[src/rtl/shift_sequencer_pkg.sv]
// Shared CPU definitions for the ALU shift path: op codes, FSM states and widths.
package shift_sequencer_pkg;

  localparam int unsigned DATA_W  = 16;
  localparam int unsigned SHAMT_W = 4;

  // Also used by the result-mux select decoding.
  localparam logic [2:0] OP_SLL = 3'b110;
  localparam logic [2:0] OP_SRA = 3'b111;

  typedef enum logic [1:0] {
    IDLE,
    SHIFT,
    DONE
  } state_e;

  function automatic logic is_shift_op(input logic [2:0] op);
    return (op == OP_SLL) || (op == OP_SRA);
  endfunction

endpackage

[src/rtl/shift_step.sv]
// Single-bit shifter: logical left (zero fill) or arithmetic right (sign fill).
module shift_step #(
  parameter int unsigned WIDTH = 16
) (
  input  logic [WIDTH-1:0] i_value,
  input  logic             i_is_sra,
  output logic [WIDTH-1:0] o_value
);

  always_comb begin
    if (i_is_sra) begin
      o_value = {i_value[WIDTH-1], i_value[WIDTH-1:1]};
    end else begin
      o_value = {i_value[WIDTH-2:0], 1'b0};
    end
  end

endmodule

[src/rtl/shift_sequencer.sv]
// Multi-cycle shift controller: one bit per clock, with a uniform start/done
// handshake that also carries non-shift ALU results through in one cycle.
module shift_sequencer
  import shift_sequencer_pkg::*;
#(
  parameter int unsigned WIDTH = DATA_W,
  parameter int unsigned AMT_W = SHAMT_W
) (
  input  logic             Clock,
  input  logic             Reset,
  input  logic             Start,
  input  logic [2:0]       ALUOp,
  input  logic [WIDTH-1:0] Operand,
  input  logic [AMT_W-1:0] Amount,
  input  logic [WIDTH-1:0] ALUResult,
  output logic             Busy,
  output logic             Stall,
  output logic             Done,
  output logic [WIDTH-1:0] Dalja,
  output logic [2:0]       Sel
);

  state_e           r_state;
  logic [WIDTH-1:0] r_work;
  logic [AMT_W-1:0] r_cnt;
  logic [WIDTH-1:0] r_dalja;
  logic [2:0]       r_sel;
  logic             r_busy;
  logic             r_done;
  logic [WIDTH-1:0] w_shifted;

  shift_step #(
    .WIDTH (WIDTH)
  ) u_shift_step (
    .i_value  (r_work),
    .i_is_sra (r_sel == OP_SRA),
    .o_value  (w_shifted)
  );

  always_ff @(posedge Clock) begin
    if (Reset) begin
      r_state <= IDLE;
      r_work  <= '0;
      r_cnt   <= '0;
      r_dalja <= '0;
      r_sel   <= '0;
      r_busy  <= 1'b0;
      r_done  <= 1'b0;
    end else begin
      case (r_state)
        IDLE: begin
          if (Start) begin
            r_sel  <= ALUOp;
            r_busy <= 1'b1;
            if (is_shift_op(ALUOp) && (Amount != '0)) begin
              r_work  <= Operand;
              r_cnt   <= Amount;
              r_state <= SHIFT;
            end else begin
              // Zero-amount shifts and non-shift ops finish immediately.
              r_dalja <= is_shift_op(ALUOp) ? Operand : ALUResult;
              r_done  <= 1'b1;
              r_state <= DONE;
            end
          end
        end
        SHIFT: begin
          r_work <= w_shifted;
          r_cnt  <= r_cnt - AMT_W'(1);
          if (r_cnt == AMT_W'(1)) begin
            r_dalja <= w_shifted;
            r_done  <= 1'b1;
            r_state <= DONE;
          end
        end
        DONE: begin
          r_busy  <= 1'b0;
          r_done  <= 1'b0;
          r_state <= IDLE;
        end
        default: begin
          r_busy  <= 1'b0;
          r_done  <= 1'b0;
          r_state <= IDLE;
        end
      endcase
    end
  end

  assign Busy  = r_busy;
  assign Stall = r_busy;
  assign Done  = r_done;
  assign Dalja = r_dalja;
  assign Sel   = r_sel;

endmodule

[config.mk]
export PLATFORM = sky130hd
export DESIGN_NAME = shift_sequencer
export DESIGN_NICKNAME = d
export VERILOG_FILES = /design/src/rtl/shift_sequencer_pkg.sv /design/src/rtl/shift_step.sv /design/src/rtl/shift_sequencer.sv
export SDC_FILE = /design/constraint.sdc
export NUM_CORES = 1
export LEC_CHECK = 0
export BUFFER_PORTS_ARGS = -buffer_cell sky130_fd_sc_hd__buf_2
export CORE_AREA = 4 4 79 73
export CTS_CLUSTER_DIAMETER = 150
export CTS_CLUSTER_SIZE = 12
export DETAILED_ROUTE_END_ITERATION = 16
export DIE_AREA = 0 0 83 77
export GPL_ROUTABILITY_DRIVEN = 1
export HOLD_SLACK_MARGIN = 0.12
export PLACE_DENSITY_LB_ADDON = 0.3
export SLEW_MARGIN = 20
export SYNTH_ARGS = -nofsm -noshare
export SYNTH_HDL_FRONTEND = slang
export SYNTH_SLANG_ARGS = --single-unit
[constraint.sdc]
create_clock -name Clock -period 1.6 [get_ports Clock]
set_input_delay 0.08 -clock Clock [delete_from_list [all_inputs] [get_ports Clock]]
set_output_delay 0.08 -clock Clock [all_outputs]
set_load 0.05 [all_outputs]
==> summary.log <==
[logic_synthesis] portion of the post-synthesis area used by sequential elements 0.380
[clock_tree] clock insertion delay at the later pin of the skew report 300 ps
[worst_hold_path] class of the most critical hold timing path input port to flip-flop
[clock_tree] setup fix buffers added after clock tree synthesis 0
[power] total internal power 1.93 mW
[logic_synthesis] Post-synth EDFFs 0
[power] Lkg Pwr 1.38 nW
[clock_tree] clock root buffer clkbuf_8
[routing] total vias in the final route 2327
[clock_tree] clock buffers created by TritonCTS 5
[timing] RSZ-0062 raised after global routing yes
[placed_design] cell total after placement 398
[power] portion of total power attributed to the clock network 0.323
[floorplan] boundary pin count 64
[power] PwrDens 920 mW/mm^2
[logic_synthesis] fraction of synthesis flops using an asynchronous set or reset pin 0
[worst_setup_path] Critical Path Start Type flip-flop
[finish] share of final-layout standard cells stronger than drive strength 1 0.314
[power] combinational fraction of design power 0.247
[routing] Avg Vias per Cell 5.57
[placed_design] DP Wirelength 4610 um
[logic_synthesis] syn_area_per_cell 8.37 um^2
[global_routing] number of antenna violations at the first check in global routing 0
[power] switching power 0.863 mW
[clock_tree] number of levels in the clock H-tree 2
[timing] final period demand of the worst path 1520 ps
[timing] final critical-path setup slack 77.9 ps
[routing] Pre-antenna DRT Iters 4
[finish] number of nets at the end of the flow 396
[routing] DRT antenna net count 0
[finish] antenna diode instance count 0
[timing] final-report setup violation count 0
[placed_design] worst-case setup slack after placement 2.67 ps
[logic_synthesis] Seq cells post-synth 43
[power] fraction of power consumed by sequential logic 0.430
[power] peak ir drop on the vdd network 0.000600 V
[power] Switching Share 0.308
[timing] final period utilization 0.951
[worst_setup_path] Critical Path RT 1840 ps
[timing] max-slew headroom at the worst pin 0.740
[routing] remaining design rule violation count 0
[finish] final core utilization 0.625
[worst_setup_path] number of cell instances on the worst register-to-register path 6
[logic_synthesis] most frequently used flop master after synthesis dfxtp_1
[clock_tree] sinks on the clock net 43
[placed_design] count of input and output buffers 63
[floorplan] die area 0.00639 mm^2
[worst_setup_path] Crit path arrival time 1760 ps
[routing] Detailed Route Iter0 Violations 192
[floorplan] num rows 24
[floorplan] width of the die 83 um
[logic_synthesis] Gate Count Post-Synth 271
[placed_design] final weighted congestion of routability-driven global placement 0.848
[status] outcome completed
[timing] final hold vios 0
[logic_synthesis] count of unique library cells instantiated by Yosys 41
[timing] slew of the pin with the lowest slew margin 388 ps
[floorplan] Starting Density 0.466
[finish] post-route non-filler standard cell count 418
[logic_synthesis] area of the mapped netlist 0.00227 mm^2
[clock_tree] Clock Tree Buf Depth 2
[global_routing] GRT overflow 0
[logic_synthesis] number of warnings printed during yosys synthesis 0
[global_routing] vias in the first global route 2272
[worst_setup_path] Worst Setup Path Type flip-flop to flip-flop
[routing] routed wire length per instance 15.4 um
[timing] Max Freq 0.657 GHz
[global_routing] largest net degree at the start of global routing 18
[floorplan] chip height 77 um
[logic_synthesis] share of the synthesized area in the top cell type 0.380
[timing] post-route worst hold slack 128 ps
[global_routing] global-route wire length before repair 10900 um
[clock_tree] TritonCTS clock tree yes
[flow_run] max-cap violations 0
[floorplan] Placeable Area 0.00486 mm^2
[global_routing] total global-route track usage 0.205
[timing] number of slew-limit violations in the final report 0
[timing] Setup Skew 16.2 ps
[logic_synthesis] most area-consuming cells after synthesis dfxtp_1 38%, nand2_1 8.9%, mux2i_1 7.5%
[routing] Final Routed Wirelength 6450 um
[worst_hold_path] hold path cells 4
[worst_setup_path] type of element capturing the critical path flip-flop
[worst_setup_path] maximum fanout along the worst path 16
[logic_synthesis] top cell type by total area after synthesis dfxtp_1
[finish] area growth from synthesis to layout 34.1%
[clock_tree] clock-pin slew on the worst setup and hold paths 90 ps
[logic_synthesis] Mapped Nets 315
sequential cells by signal, summed over array words and instances, names as in the netlist:
name	cells
Dalja	16
Busy	1
Sel	3
r_work	16
r_state	2
Done	1
r_cnt	4
Yosys cell counts (3+ instances only):
cell	number
clkbuf_1	16
o21ai_0	17
a21oi_1	6
a32o_1	14
buf_2	4
mux2i_1	17
nand2_1	54
inv_1	7
nor2_1	8
nor3b_1	15
a211oi_1	3
nand3_1	17
o22ai_1	15
dfxtp_1	43
kinds of logic (layout without fill, tap and decap cells):
group / after synthesis / count (layout) / synth area share
simple gates: 108 / 108 / 0.241
fa+ha+maj: 2 / 2 / 0.0110
flops: 43 / 43 / 0.380
mux: 17 / 17 / 0.0751
compound gates: 69 / 70 / 0.231
buf+inv: 32 / 113 / 0.0618
stage by stage:
step	setup TNS (ps)	area, um^2	power (mW)
2_1_floorplan	0	2270	1.66
5_1_grt	-14.5	3040	2.92
4_1_cts	0	3010	2.79
3_3_place_gp	0	2770	1.87
6_report	0	3040	2.80
3_5_place_dp	0	2770	1.88
repair_timing:
| action | in CTS | in global routing |
|---|---|---|
| gates cloned | 0 | 1 |
| hold endpoints to repair | 11 | 0 |
| pin swaps | 0 | 2 |
| gates resized for setup | 1 | 4 |
| hold buffers | 11 | 0 |
| setup endpoints to repair | 2 | 25 |
area by class of cell:
class	instances	area (um^2)
timing repair buffer	98	643
inverter	7	26.3
sequential	43	867
clock buffer	6	82.6
fill	447	1830
tap	65	81.3
multi-input combinational	197	1300
clock inverter	2	38.8
path summary, 6_finish.rpt:
| kind | from | end | slack, ps |
|---|---|---|---|
| worst max-delay path | r_cnt[1] | Dalja[6] | 80 |
| worst min-delay path | ALUResult[12] | Dalja[12] | 130 |
| worst max register to register | r_cnt[1] | Dalja[6] | 80 |
| worst min register to register | Dalja[0] | Dalja[0] | 460 |
placed cells by master, fill, tap and decap left out, types with 5 or more instances in the layout:
cell,instances
nand2_1,54
nor2_1,8
dlygate4sd3_1,11
o21ai_0,17
a21oi_1,6
dfxtp_2,5
a32o_1,14
o22ai_1,15
inv_1,7
clkbuf_8,6
nor3b_1,15
buf_2,63
dfxtp_1,38
mux2i_1,17
nand3_1,17
buf_4,21
critical path: stages, from the launching register on:
cell and delay (ps):
dfxtp_1 340, inv_1 80, ha_1 190, nand4bb_4 180, a211oi_4 320, buf_12 190
a32o_1 160
power by group through the flow:
| stage | Sequential [mW] | Clock, mW | Combinational (mW) |
|---|---|---|---|
| floorplan | 1.36 | 0 | 0.300 |
| global placement | 1.22 | 0 | 0.648 |
| detailed placement | 1.22 | 0 | 0.657 |
| CTS | 1.20 | 0.911 | 0.683 |
| global route | 1.21 | 0.957 | 0.748 |
| finish | 1.20 | 0.904 | 0.690 |
metal layers:
metal,track usage,vias up,wire [um]
li1,-,1155,-
met1,0.266,1098,2960
met3,0.0482,9,348
met5,0,-,0
met4,0.0556,0,89
met2,0.341,65,3050
No activity file was read; power rests on OpenSTA's default activity.
